`src/rtl/mul_issue_if.sv`:
```
// mul_issue_if: requester issue and response handshakes
// for the shared multiplier arbiter.
interface mul_issue_if #(
  parameter int NREQ = 2
);
  localparam int IDW = (NREQ > 1) ? $clog2(NREQ) : 1;

  logic [NREQ-1:0]    req_valid;
  logic [NREQ-1:0]    req_ready;
  logic [2*NREQ-1:0]  req_op;
  logic [32*NREQ-1:0] req_a;
  logic [32*NREQ-1:0] req_b;
  logic               rsp_valid;
  logic               rsp_ready;
  logic [IDW-1:0]     rsp_id;
  logic [31:0]        rsp_data;

  modport master (
    output req_valid,
    output req_op,
    output req_a,
    output req_b,
    output rsp_ready,
    input  req_ready,
    input  rsp_valid,
    input  rsp_id,
    input  rsp_data
  );

  modport slave (
    input  req_valid,
    input  req_op,
    input  req_a,
    input  req_b,
    input  rsp_ready,
    output req_ready,
    output rsp_valid,
    output rsp_id,
    output rsp_data
  );
endinterface

```
`src/rtl/mul_issue_arbiter.sv`:
```
// mul_issue_arbiter: round-robin issue of RV32M multiplies
// onto one shared signed 32x32 pipelined multiplier.
module mul_issue_arbiter #(
  parameter int NREQ    = 2,
  parameter int LATENCY = 9
) (
  input  logic        clk,
  input  logic        rst,
  mul_issue_if.slave  bus,
  output logic        mul_en,
  output logic [31:0] mul_a,
  output logic [31:0] mul_b,
  input  logic [63:0] mul_p,
  output logic        idle
);
  localparam int IDW = (NREQ > 1) ? $clog2(NREQ) : 1;
  localparam logic [IDW-1:0] LAST_ID = IDW'(NREQ - 1);

  typedef struct packed {
    logic           v;
    logic [IDW-1:0] id;
    logic [1:0]     op;
    logic [31:0]    corr;
  } tag_t;

  tag_t           tags [LATENCY];
  tag_t           last_tag;
  tag_t           new_tag;
  logic [IDW-1:0] last_grant;
  logic [IDW-1:0] win;
  logic           found;
  logic           accept;
  logic           any_v;
  logic [31:0]    win_a;
  logic [31:0]    win_b;
  logic [1:0]     win_op;
  logic [31:0]    corr;
  logic [31:0]    hi;

  assign last_tag = tags[LATENCY-1];
  assign mul_en   = ~(last_tag.v & ~bus.rsp_ready);

  always_comb begin : arb
    int             idx;
    logic [IDW-1:0] cand;
    found = 1'b0;
    win   = '0;
    idx   = 0;
    cand  = '0;
    for (int k = 1; k <= NREQ; k++) begin
      idx  = (int'(last_grant) + k) % NREQ;
      cand = IDW'(idx);
      if (!found && bus.req_valid[cand]) begin
        found = 1'b1;
        win   = cand;
      end
    end
  end

  assign accept = found & mul_en & ~rst;

  always_comb begin
    bus.req_ready = '0;
    if (accept) begin
      bus.req_ready[win] = 1'b1;
    end
  end

  assign win_a  = bus.req_a[32*int'(win) +: 32];
  assign win_b  = bus.req_b[32*int'(win) +: 32];
  assign win_op = bus.req_op[2*int'(win) +: 2];

  assign mul_a = accept ? win_a : 32'h0;
  assign mul_b = accept ? win_b : 32'h0;

  // Fold unsigned operand weight back into the signed high word.
  always_comb begin
    case (win_op)
      2'b10:   corr = win_b[31] ? win_a : 32'h0;
      2'b11:   corr = (win_a[31] ? win_b : 32'h0)
                    + (win_b[31] ? win_a : 32'h0);
      default: corr = 32'h0;
    endcase
  end

  always_comb begin
    new_tag = '0;
    if (accept) begin
      new_tag.v    = 1'b1;
      new_tag.id   = win;
      new_tag.op   = win_op;
      new_tag.corr = corr;
    end
  end

  always_ff @(posedge clk or posedge rst) begin
    if (rst) begin
      for (int i = 0; i < LATENCY; i++) begin
        tags[i] <= '0;
      end
      last_grant <= LAST_ID;
    end else if (mul_en) begin
      tags[0] <= new_tag;
      for (int i = 1; i < LATENCY; i++) begin
        tags[i] <= tags[i-1];
      end
      if (accept) begin
        last_grant <= win;
      end
    end
  end

  always_comb begin
    any_v = 1'b0;
    for (int i = 0; i < LATENCY; i++) begin
      any_v = any_v | tags[i].v;
    end
  end

  assign idle = ~any_v & ~accept;

  assign hi = mul_p[63:32];

  always_comb begin
    case (last_tag.op)
      2'b00:   bus.rsp_data = mul_p[31:0];
      2'b01:   bus.rsp_data = hi;
      default: bus.rsp_data = hi + last_tag.corr;
    endcase
  end

  assign bus.rsp_valid = last_tag.v;
  assign bus.rsp_id    = last_tag.id;
endmodule

```
`src/flat_wrapper.sv`:
```
// flat-port wrapper written by rule: the top's interface ports become plain ports
module mul_issue_arbiter_flat 
#(
  parameter int NREQ    = 2,
  parameter int LATENCY = 9
)
  (clk, rst, mul_en, mul_a, mul_b, mul_p, idle, bus_req_valid, bus_req_op, bus_req_a, bus_req_b, bus_rsp_ready, bus_req_ready, bus_rsp_valid, bus_rsp_id, bus_rsp_data);
  mul_issue_if #(.NREQ(NREQ)) bus_i ();
  input  logic clk;
  input  logic rst;
  output logic mul_en;
  output logic [31:0] mul_a;
  output logic [31:0] mul_b;
  input  logic [63:0] mul_p;
  output logic idle;
  input wire logic [$bits(bus_i.req_valid)-1:0] bus_req_valid;
  input wire logic [$bits(bus_i.req_op)-1:0] bus_req_op;
  input wire logic [$bits(bus_i.req_a)-1:0] bus_req_a;
  input wire logic [$bits(bus_i.req_b)-1:0] bus_req_b;
  input wire logic [$bits(bus_i.rsp_ready)-1:0] bus_rsp_ready;
  output wire logic [$bits(bus_i.req_ready)-1:0] bus_req_ready;
  output wire logic [$bits(bus_i.rsp_valid)-1:0] bus_rsp_valid;
  output wire logic [$bits(bus_i.rsp_id)-1:0] bus_rsp_id;
  output wire logic [$bits(bus_i.rsp_data)-1:0] bus_rsp_data;
  assign bus_i.req_valid = bus_req_valid;
  assign bus_i.req_op = bus_req_op;
  assign bus_i.req_a = bus_req_a;
  assign bus_i.req_b = bus_req_b;
  assign bus_i.rsp_ready = bus_rsp_ready;
  assign bus_req_ready = bus_i.req_ready;
  assign bus_rsp_valid = bus_i.rsp_valid;
  assign bus_rsp_id = bus_i.rsp_id;
  assign bus_rsp_data = bus_i.rsp_data;
  mul_issue_arbiter #(.NREQ(NREQ), .LATENCY(LATENCY)) u_core (.clk(clk), .rst(rst), .bus(bus_i), .mul_en(mul_en), .mul_a(mul_a), .mul_b(mul_b), .mul_p(mul_p), .idle(idle));
endmodule
```
`config.mk`:
```
export PLATFORM = sky130hd
export DESIGN_NAME = mul_issue_arbiter_flat
export DESIGN_NICKNAME = d
export VERILOG_FILES = /design/src/rtl/mul_issue_if.sv /design/src/rtl/mul_issue_arbiter.sv /design/src/flat_wrapper.sv
export SDC_FILE = /design/constraint.sdc
export NUM_CORES = 1
export LEC_CHECK = 0
export BUFFER_PORTS_ARGS = -buffer_cell sky130_fd_sc_hd__buf_4
export CAP_MARGIN = 30
export CORE_AREA = 2 2 182 184
export DETAILED_ROUTE_END_ITERATION = 12
export DIE_AREA = 0 0 184 186
export PLACE_DENSITY = 0.89
export REMOVE_ABC_BUFFERS = 1
export SYNTH_ARGS = -nofsm -noshare
export SYNTH_HDL_FRONTEND = slang
export SYNTH_SLANG_ARGS = --single-unit
```
`constraint.sdc`:
```
create_clock -name clk -period 27.4 [get_ports clk]
set_input_delay 2.74 -clock clk [delete_from_list [all_inputs] [get_ports clk]]
set_output_delay 2.74 -clock clk [all_outputs]
set_load 0.02 [all_outputs]
```
-- After elaboration in Yosys (flattened, before gate mapping)
Cells that the tools add are included.
- input port bits: 201
- register bits after elaboration: 325
- bitwise operators: 17
- reductions and logical operators: 5
- multiplexer cells: 18
- magnitude comparators: 4
- eq/ne operators: 3
- shift-type cells: 3
- $add $sub $neg: 4
- operators with widths (cell ; count):
    two-way mux 32 bit ; 4
    one-hot mux 32 bit (2 select lines) ; 2
    variable part select 64 x 7 -> 32 bit ; 2
    adder 32 bit ; 2
    two-way mux 36 bit ; 1
    two-way mux 1 bit ; 9
    OR 1 bit ; 8
    < comparator 1 x 2 -> 1 bit, second input constant ; 3
    inverter 1 bit ; 5
    AND 1 bit ; 4
    == test 2 bit, second input constant ; 2
    variable part select 4 x 3 -> 2 bit ; 1
    adder 1 bit, second input constant ; 2
    == test 2 x 1 -> 1 bit, second input constant ; 1
    logical AND 1 bit ; 2
    zero test 2 bit ; 1
    two-way mux 2 bit ; 1
    AND reduction 2 bit ; 1
    demux 1 bit (select 1 bit) ; 1
    >= comparator 1 bit, second input constant ; 1
    zero test 1 bit ; 1

-- Logic depth before layout (Yosys ltp)
Gate-level depths: netlist (run 1).
- word-level depth: 12
- gate-level depth with buffers: 18
- gate-level depth less buffers: 15

-- Least setup slack after synthesis (run 1)
OpenSTA, ideal clock, no wires.
- path type: input to output
- start: input port mul_p[32]
- end: output port bus_rsp_data[24]
- data required time: 24.660 ns
- arrival time: 5.124 ns
- stages: 11
- path slack: 19.536 ns
- path through: ha_1 -> inv_1 -> fa_1 -> and2b_1 -> o2111ai_2 -> a211oi_4 -> nor3_1 -> o31ai_1 -> a31oi_1 -> xor2_1 -> mux2i_1
- cells in the longest elaborated chain, start to end: 2
- ends and longest elaborated chain (element ; line ; source):
    start, declared ; flat_wrapper.sv:14 ; input logic [63:0] mul_p;
    adder 32 bit ; mul_issue_arbiter.sv:128 ; default: bus.rsp_data = hi + last_tag.corr;
    one-hot mux 32 bit (2 select lines) ; mul_issue_arbiter.sv:125 ; case (last_tag.op)
    end, declared ; flat_wrapper.sv:24 ; output wire logic [$bits(bus_i.rsp_data)-1:0] bus_rsp_data;
No other way between the ends.

-- Final worst setup path (run 1)
Same ends and word-level chain as after synthesis.

==> results of run 1 <==
==> logic make-up after synthesis <==
logic type      count (synthesis)  share of synthesized area
compound gates                280                     0.1095
xor+xnor                       55                    0.02752
fa+ha+maj                      64                    0.04661
buf+inv                       148                    0.03245
flops                         325                     0.4647
mux                            98                    0.05604
simple gates                 1175                     0.2631
==> area by class of cell <==
cell class | count | share of cell area
clock buffer | 44 | 0.04329
clock inverter | 12 | 0.006692
inverter | 26 | 0.005330
multi-input combinational | 1672 | 0.4183
sequential | 325 | 0.3851
tap | 408 | 0.02416
timing repair buffer | 315 | 0.1171
==> tightest hold or removal path: cells and delay by family (launching register included) <==
kind	cells	cell delay (ns)
AND/OR/NAND/NOR	2	0.10
flip-flops	1	0.34
==> layer usage <==
layer	part of all wire	vias up	global-route usage
met5	0	-	0
met1	0.44	6805	0.3025
met4	0.025	0	0.06912
li1	-	7486	-
met3	0.045	67	0.02133
met2	0.49	433	0.3909
==> synth_stat cells (9+ instances only) <==
master / instances
xnor2_1: 28
xor2_1: 27
mux2i_1: 98
o21bai_1: 9
nor2b_1: 16
o21a_1: 9
nor2_1: 157
buf_1: 10
o221ai_1: 22
nand3_1: 18
nand2_1: 931
a21oi_1: 58
dfrtp_1: 324
a31oi_1: 17
nand4_1: 9
inv_1: 26
ha_1: 62
clkbuf_1: 104
a211oi_1: 18
o21ai_0: 53
a21o_1: 35
nor3_1: 9
==> state kept, by name, indices dropped and copies added, names as in the netlist <==
register              flops
u_core.last_tag          34
u_core.bus.rsp_id         1
u_core.bus.rsp_valid      1
u_core.last_grant         1
u_core.tags             288
==> per-stage QoR <==
step / power, mW / setup WS, ns / hold WS, ns
3_3_place_gp: 1.135 / 19.00 / 0.4483
5_1_grt: 1.688 / 18.86 / 0.4811
2_1_floorplan: 0.9827 / -3.367 / 0.4386
3_5_place_dp: 1.160 / 18.98 / 0.4541
6_report: 1.586 / 19.03 / 0.4559
4_1_cts: 1.594 / 18.96 / 0.4563
==> placed cells by master, fill, tap and decap left out, drive strengths merged, types with 8 or more instances in the layout <==
master  instances
nor3            9
o221ai         22
o211ai          8
a21o           35
o21a            9
nor2          157
a21oi          59
a31oi          17
nor2b          16
buf           315
nand2         931
a211oi         19
o21bai          9
clkbuf         44
inv            27
ha             62
dfrtp         324
mux2i          98
o21ai          54
xnor2          28
xor2           27
nand4           9
nand3          18
==> report_power, final <==
part	leakage, nW	total (mW)	switching [mW]	internal [mW]
clock	0.526	0.431	0.171	0.259
combinational	6.55	0.539	0.330	0.209
sequential	4.47	0.617	0.0560	0.561
==> how the worst max path moves through the flow <==
stage | startpoint | end | slack [ns] | cells past startpoint
after floorplan | bus_rsp_ready | mul_en | -3.37 | 2
after global placement | mul_p[32] | bus_rsp_data[24] | 19.00 | 13
after detailed placement | mul_p[32] | bus_rsp_data[24] | 18.98 | 13
after CTS | mul_p[32] | bus_rsp_data[24] | 18.96 | 13
after global routing | mul_p[32] | bus_rsp_data[24] | 18.86 | 13
final | mul_p[32] | bus_rsp_data[24] | 19.03 | 13
==> metrics.txt, run 1 <==
status finished, final reports clean; post_cts resized 0; final setup fails 0; fmax 119.5 MHz; worst r2r src u_core.last_grant$_DFFE_PP1P_; nets@finish 2635; clk slew on worst S/H paths 0.06 ns; worst hold stages 2; r2r endpoint u_core.tags[317]$_DFFE_PP0N_; largest net degree at the start of global routing 220; Post-DP HPWL around 27000 um; num ports 303; Vias 14.79k; # hold bufs at CTS 0; CP Capture Type output port; critical path's slowest cell o31ai_1; post-CTS setup buffers 0; Initial Util 0.5435; sequential share of the synthesized area 0.4647; Fin. Hold Viols 0; Top cell by count, worst path buf_4; drt wl/cell 14.01 um; final WL ~39000 um; Initial DRC Count 959; HP Class register to register; CP Cell Sequence buf_4 > ha_1 > inv_1 > fa_1 > and2b_1 > o2111ai_2 > a211oi_4 > nor3_1 > o31ai_1 > a31oi_1 > xor2_1 > mux2i_1 > buf_4; clk root buf clkbuf_16; RSZ-0062 raised after global routing no; total gr overflow 0; first-pass GRT wire length 64850 um; WHS Endpoint u_core.tags[230]$_DFFE_PP0N_; CTS max path bufs 3; worst-margin pin slew 0.9985 ns; CP max FO 4; Routed Antenna Nets 0; FILL cells 2633; Final Max Tran Viols 0; Worst Clk Skew 0.01711 ns; Die Wd approximately 180 um; Tmin final 8.366 ns; Req. time, crit path 24.66 ns; Rel. slew slack 0.3201; post-synthesis instance total 2145; Lkg Pwr 11.54 nW; Arrival @ worst endpoint 5.63 ns; IO buf count a little over 300; Post-synth EDFFs 0; Setup TNS Final 0 ns; full die area 34220 sq um; Num CTS Buffers 30; # H-tree levels 1; Worst VDD drop 0.05000 mV; WS Path Type input pin to output port; CTS tree done; Inst Count DP 2743; final core utilization 0.6560; Syn-to-layout area delta 20.71%; area share of the leading cell type in the synthesized netlist 0.4632; max incr delay on CP 0.53 ns; Ys Warns 0; Remaining DRCs 0; Skew-Pair Late Insertion Delay 0.54 ns; worst path bufs/invs 3; Max Cap Violations 0; register area just over 8000 sq um; number of global-route vias before repair approximately 14k; Clock Sinks 325; Synth cell types 59; layout cell share with drive strength beyond 1 0.1629; async set-reset flop share out of synthesis 1.000; Core Area 32210 sq um; TritonRoute pass-1 iters 5; area occupied by multi-input gates just under 9000 sq um; r2r setup slk 22.09 ns; dominant synthesized flop cell dfrtp_1; synth top area cells dfrtp_1 (46%), nand2_1 (20%), mux2i_1 (5.6%); GRT Resource Usage Total 0.2258; num rows 66; Seq cells post-synth 325; worst r2r path cells 15; number of antenna violations at the first check in global routing 0; Cell Count, Final, Fillers Out around 2.8k; HP Start u_core.tags[266]$_DFFE_PP0N_; Worst setup SP type input pin; Top delay family on crit path compound AO/OA/AOI/OAI gates; period utilization 0.3053; diode count 0; vias per std cell 5.279; Chip Height between 150 and 200 um; mean post-synth cell area just over 8 sq um; GPL Wtd Cong 0.8710; synthesized area 17500 sq um; Yosys top cell by area dfrtp_1; placed inst area 20000 sq um; cell area power density around 75 nW/um^2; Final Cell Area about 21000 sq um
Note: power is estimated with default switching activity, not from simulation.
==> run 2: changes to the inputs <==
--- a/config.mk
+++ b/config.mk
@@ -5,12 +5,13 @@
 export SDC_FILE = /design/constraint.sdc
 export NUM_CORES = 1
 export LEC_CHECK = 0
+export ABC_AREA = 1
 export BUFFER_PORTS_ARGS = -buffer_cell sky130_fd_sc_hd__buf_4
 export CAP_MARGIN = 30
-export CORE_AREA = 2 2 182 184
+export CORE_AREA = 2 2 194 196
 export DETAILED_ROUTE_END_ITERATION = 12
-export DIE_AREA = 0 0 184 186
-export PLACE_DENSITY = 0.89
+export DIE_AREA = 0 0 196 198
+export PLACE_DENSITY = 0.88
 export REMOVE_ABC_BUFFERS = 1
 export SYNTH_ARGS = -nofsm -noshare
 export SYNTH_HDL_FRONTEND = slang
==> constraint.sdc (replaced) <==
create_clock -name clk -period 6.7 [get_ports clk]
set_input_delay 0.67 -clock clk [delete_from_list [all_inputs] [get_ports clk]]
set_output_delay 0.67 -clock clk [all_outputs]
set_load 0.02 [all_outputs]
==> run 2 against run 1 <==
Compared with the run above:
- non-clock buffer count stayed put
- setup slack worse by 16 ns
- final cell count is 22% higher
- via count is 19% higher
- total power grew to 4.6 times the previous value
- final area is 6.1% higher
- core utilization is 4.9 points lower
- sequential cell count stayed put
- sequential share of layout area is 2.2 points lower
- clock power grew to 4.2 times the previous value
- routed wire length is 31% higher
- sequential power grew to 4.5 times the previous value
- largest power group unchanged
- highest routed layer unchanged
==> metrics.txt, run 2 <==
diode count 0 (unchanged); TritonRoute pass-1 iters 6 (+1); num rows 71 (+7.6%); commonest cells after routing, fill and taps aside nand2_1 (1303), dfrtp_1 (324), buf_4 (311), nor2_1 (213), inv_1 (210); final WL 51390 um (+31%); clk root buf clkbuf_16; Arrival @ worst endpoint 4.47 ns (-1.16 ns); period utilization 0.6028; Synth cell types 51 (-14%); Synth top cells by count nand2_1 (1303), dfrtp_1 (324), nor2_1 (214), inv_1 (212), nand3_1 (123); worst hold slack 0.2454 ns (-0.2105 ns); final core utilization 0.6068 (-0.04927); Seq cells post-synth 325 (unchanged); Initial Util 0.5117 (-0.03179); commonest non-fill, non-tap cell in the layout nand2_1; GRT Resource Usage Total 0.2635 (+0.03772); Final WS setup 2.661 ns (-16.37 ns); worst-margin pin slew 0.9507 ns (-0.04783 ns); Rel. slew slack 0.3662 (+0.04611); Gate power share 0.373 (+0.034); clock share of power 0.248 (-0.023); post-CTS setup buffers 0 (unchanged); Req. time, crit path 7.13 ns (-17.53 ns); Initial DRC Count 1097 (+14%); layout cell share with drive strength beyond 1 0.1442 (-0.01874); synth top area cells dfrtp_1 (43%), nand2_1 (26%), nor2_1 (4.2%); Fin. Hold Viols 0 (unchanged); GPL Wtd Cong 0.9553 (+9.7%); largest net degree at the start of global routing 206 (-6.4%); Final Max Tran Viols 0 (unchanged); pre-CTS setup slack 2.428 ns (-16.55 ns); placed inst area 21350 sq um (+6.7%); Core Area 36960 sq um (+15%); Syn-to-layout area delta 18.58%; Worst Clk Skew 0.02668 ns (+0.009572 ns); CP Capture Type register; WS Path Type register to register; Vias 17.56k (+19%); number of global-route vias before repair 17.06k (+23%); total gr overflow 0 (unchanged); fmax 247.6 MHz; Yosys top cell by area dfrtp_1; Final Cell Area 22420 sq um (+6.1%); nets@finish 3197 (+21%); Remaining DRCs 0 (unchanged); Routed Antenna Nets 0 (unchanged); sequential share of the synthesized area 0.4302 (-0.03456); count leader, synth nand2_1; Tmin final 4.039 ns; Biggest register u_core.tags; HP Class input pin to async pin; Clock Sinks 325 (unchanged); Post-DP HPWL 37960 um (+41%); Post-synth EDFFs 0 (unchanged); num ports 303 (unchanged); Die Wd 196 um (+6.5%); number of antenna violations at the first check in global routing 0 (unchanged); Worst setup SP type register; post_cts resized 0 (unchanged); Skew-Pair Late Insertion Delay 0.57 ns (+0.03 ns); status finished, final reports clean; IO buf count 302 (unchanged); drt wl/cell 14.99 um (+6.9%); Ys Warns 0 (unchanged); # hold bufs at CTS 0 (unchanged); Chip Height 198 um (+6.5%); Cell Count, Final, Fillers Out 3429 (+22%); Inst Count DP 3375 (+23%); CTS max path bufs 3 (unchanged); Max Cap Violations 0 (unchanged); CP max FO 56 (+52); async set-reset flop share out of synthesis 1.000 (unchanged); sequential share of power 0.380 (-0.009); Switch Pwr 2.796 mW (+400%); vias per std cell 5.120 (-3.0%); mean post-synth cell area 7.014 sq um (-14%); full die area 38810 sq um (+13%); final setup fails 0 (unchanged); dominant synthesized flop cell dfrtp_1; first-pass GRT wire length 83650 um (+29%); sw frac 0.3835 (+0.03212); synthesized area 18910 sq um (+8.0%); internal power 4.494 mW (+340%); area share of the leading cell type in the synthesized netlist 0.4288 (-0.03445); cell area power density 325.1 nW/um^2 (+330%); post-synthesis instance total 2696 (+26%); Num CTS Buffers 29 (-3.3%); # H-tree levels 1 (unchanged); Largest register FFs 288 (unchanged); clk slew on worst S/H paths 0.07 ns (about the same); FILL cells 3274 (+24%); Worst VDD drop 0.2073 mV (+310%); CTS tree done; Lkg Pwr 12.81 nW (+11%); RSZ-0062 raised after global routing no
run 2: worst max-delay path, cell delays in order, from the launching register on:
cell,delay [ns]
dfstp_2,0.54
nand2_2,0.06
nand2_4,0.18
buf_4,0.69
nand2_1,0.10
nand2_1,0.11
inv_2,0.22
nor2_1,0.19
ha_1,0.24
inv_1,0.07
fa_1,0.37
inv_1,0.14
nand3_1,0.08
nand3_1,0.14
nand2_1,0.08
nand3_1,0.15
nand2_1,0.09
nand2_1,0.06
nand2_1,0.04
nand3_1,0.06
o21ai_1,0.07
nand2_1,0.09
nand2_1,0.05
run 2: worst paths after layout:
kind	start	end	slack, ns	cells after the start
setup / recovery	u_core.last_grant$_DFFE_PP1P_	u_core.tags[308]$_DFFE_PP0N_	2.66	22
hold / removal	rst	u_core.tags[286]$_DFFE_PP0N_	0.25	2
setup reg to reg	u_core.last_grant$_DFFE_PP1P_	u_core.tags[308]$_DFFE_PP0N_	2.66	22
hold reg to reg	u_core.tags[200]$_DFFE_PP0N_	u_core.tags[164]$_DFFE_PP0N_	0.45	2
max in group asynchronous	rst	u_core.tags[72]$_DFFE_PP0N_	5.11	3
min in group clk	u_core.tags[200]$_DFFE_PP0N_	u_core.tags[164]$_DFFE_PP0N_	0.45	2
run 2: final cells by class:
cell class | count | area [sq um] | area share
Clock buffer | 43 | 858.3 | 0.03828
Clock inverter | 11 | 211.5 | 0.009430
Inverter | 220 | 843.3 | 0.03761
Multi-Input combinational cell | 2041 | 9353 | 0.4171
Sequential cell | 325 | 8134 | 0.3628
Tap cell | 474 | 593.1 | 0.02645
Timing Repair Buffer | 315 | 2430 | 0.1084
run 2: per-stage QoR:
| step | TNS (ns) | total power [mW] |
|---|---|---|
| after floorplan | -5347.62 | 4.597 |
| after global placement | 0 | 5.393 |
| after detailed placement | 0 | 5.501 |
| after CTS | 0 | 7.336 |
| after global routing | 0 | 7.810 |
| final | 0 | 7.290 |
run 2: logic make-up after synthesis:
| logic type | after synthesis | share of synthesized area |
|---|---|---|
| and+or+nand+nor | 1706 | 0.3565 |
| adders and majority gates | 64 | 0.04314 |
| DFF | 325 | 0.4302 |
| buffers and inverters | 330 | 0.07590 |
| AOI/OAI and AO/OA | 216 | 0.06498 |
| muxes | 49 | 0.02653 |
| xor gates and xnor gates | 6 | 0.002779 |
run 2: metal layers:
layer | track usage | share of wire
met3 | 0.02078 | 0.045
met2 | 0.4796 | 0.50
met1 | 0.3356 | 0.43
met4 | 0.07969 | 0.027
met5 | 0 | 0
run 2: power groups by stage:
stage                     sequential, mW  combinational, mW  clock (mW)
after floorplan                     2.72               1.88           0
after global placement              2.78               2.62           0
after detailed placement            2.79               2.71           0
after CTS                           2.77               2.73        1.83
after global routing                2.83               3.07        1.91
final                               2.77               2.72        1.80
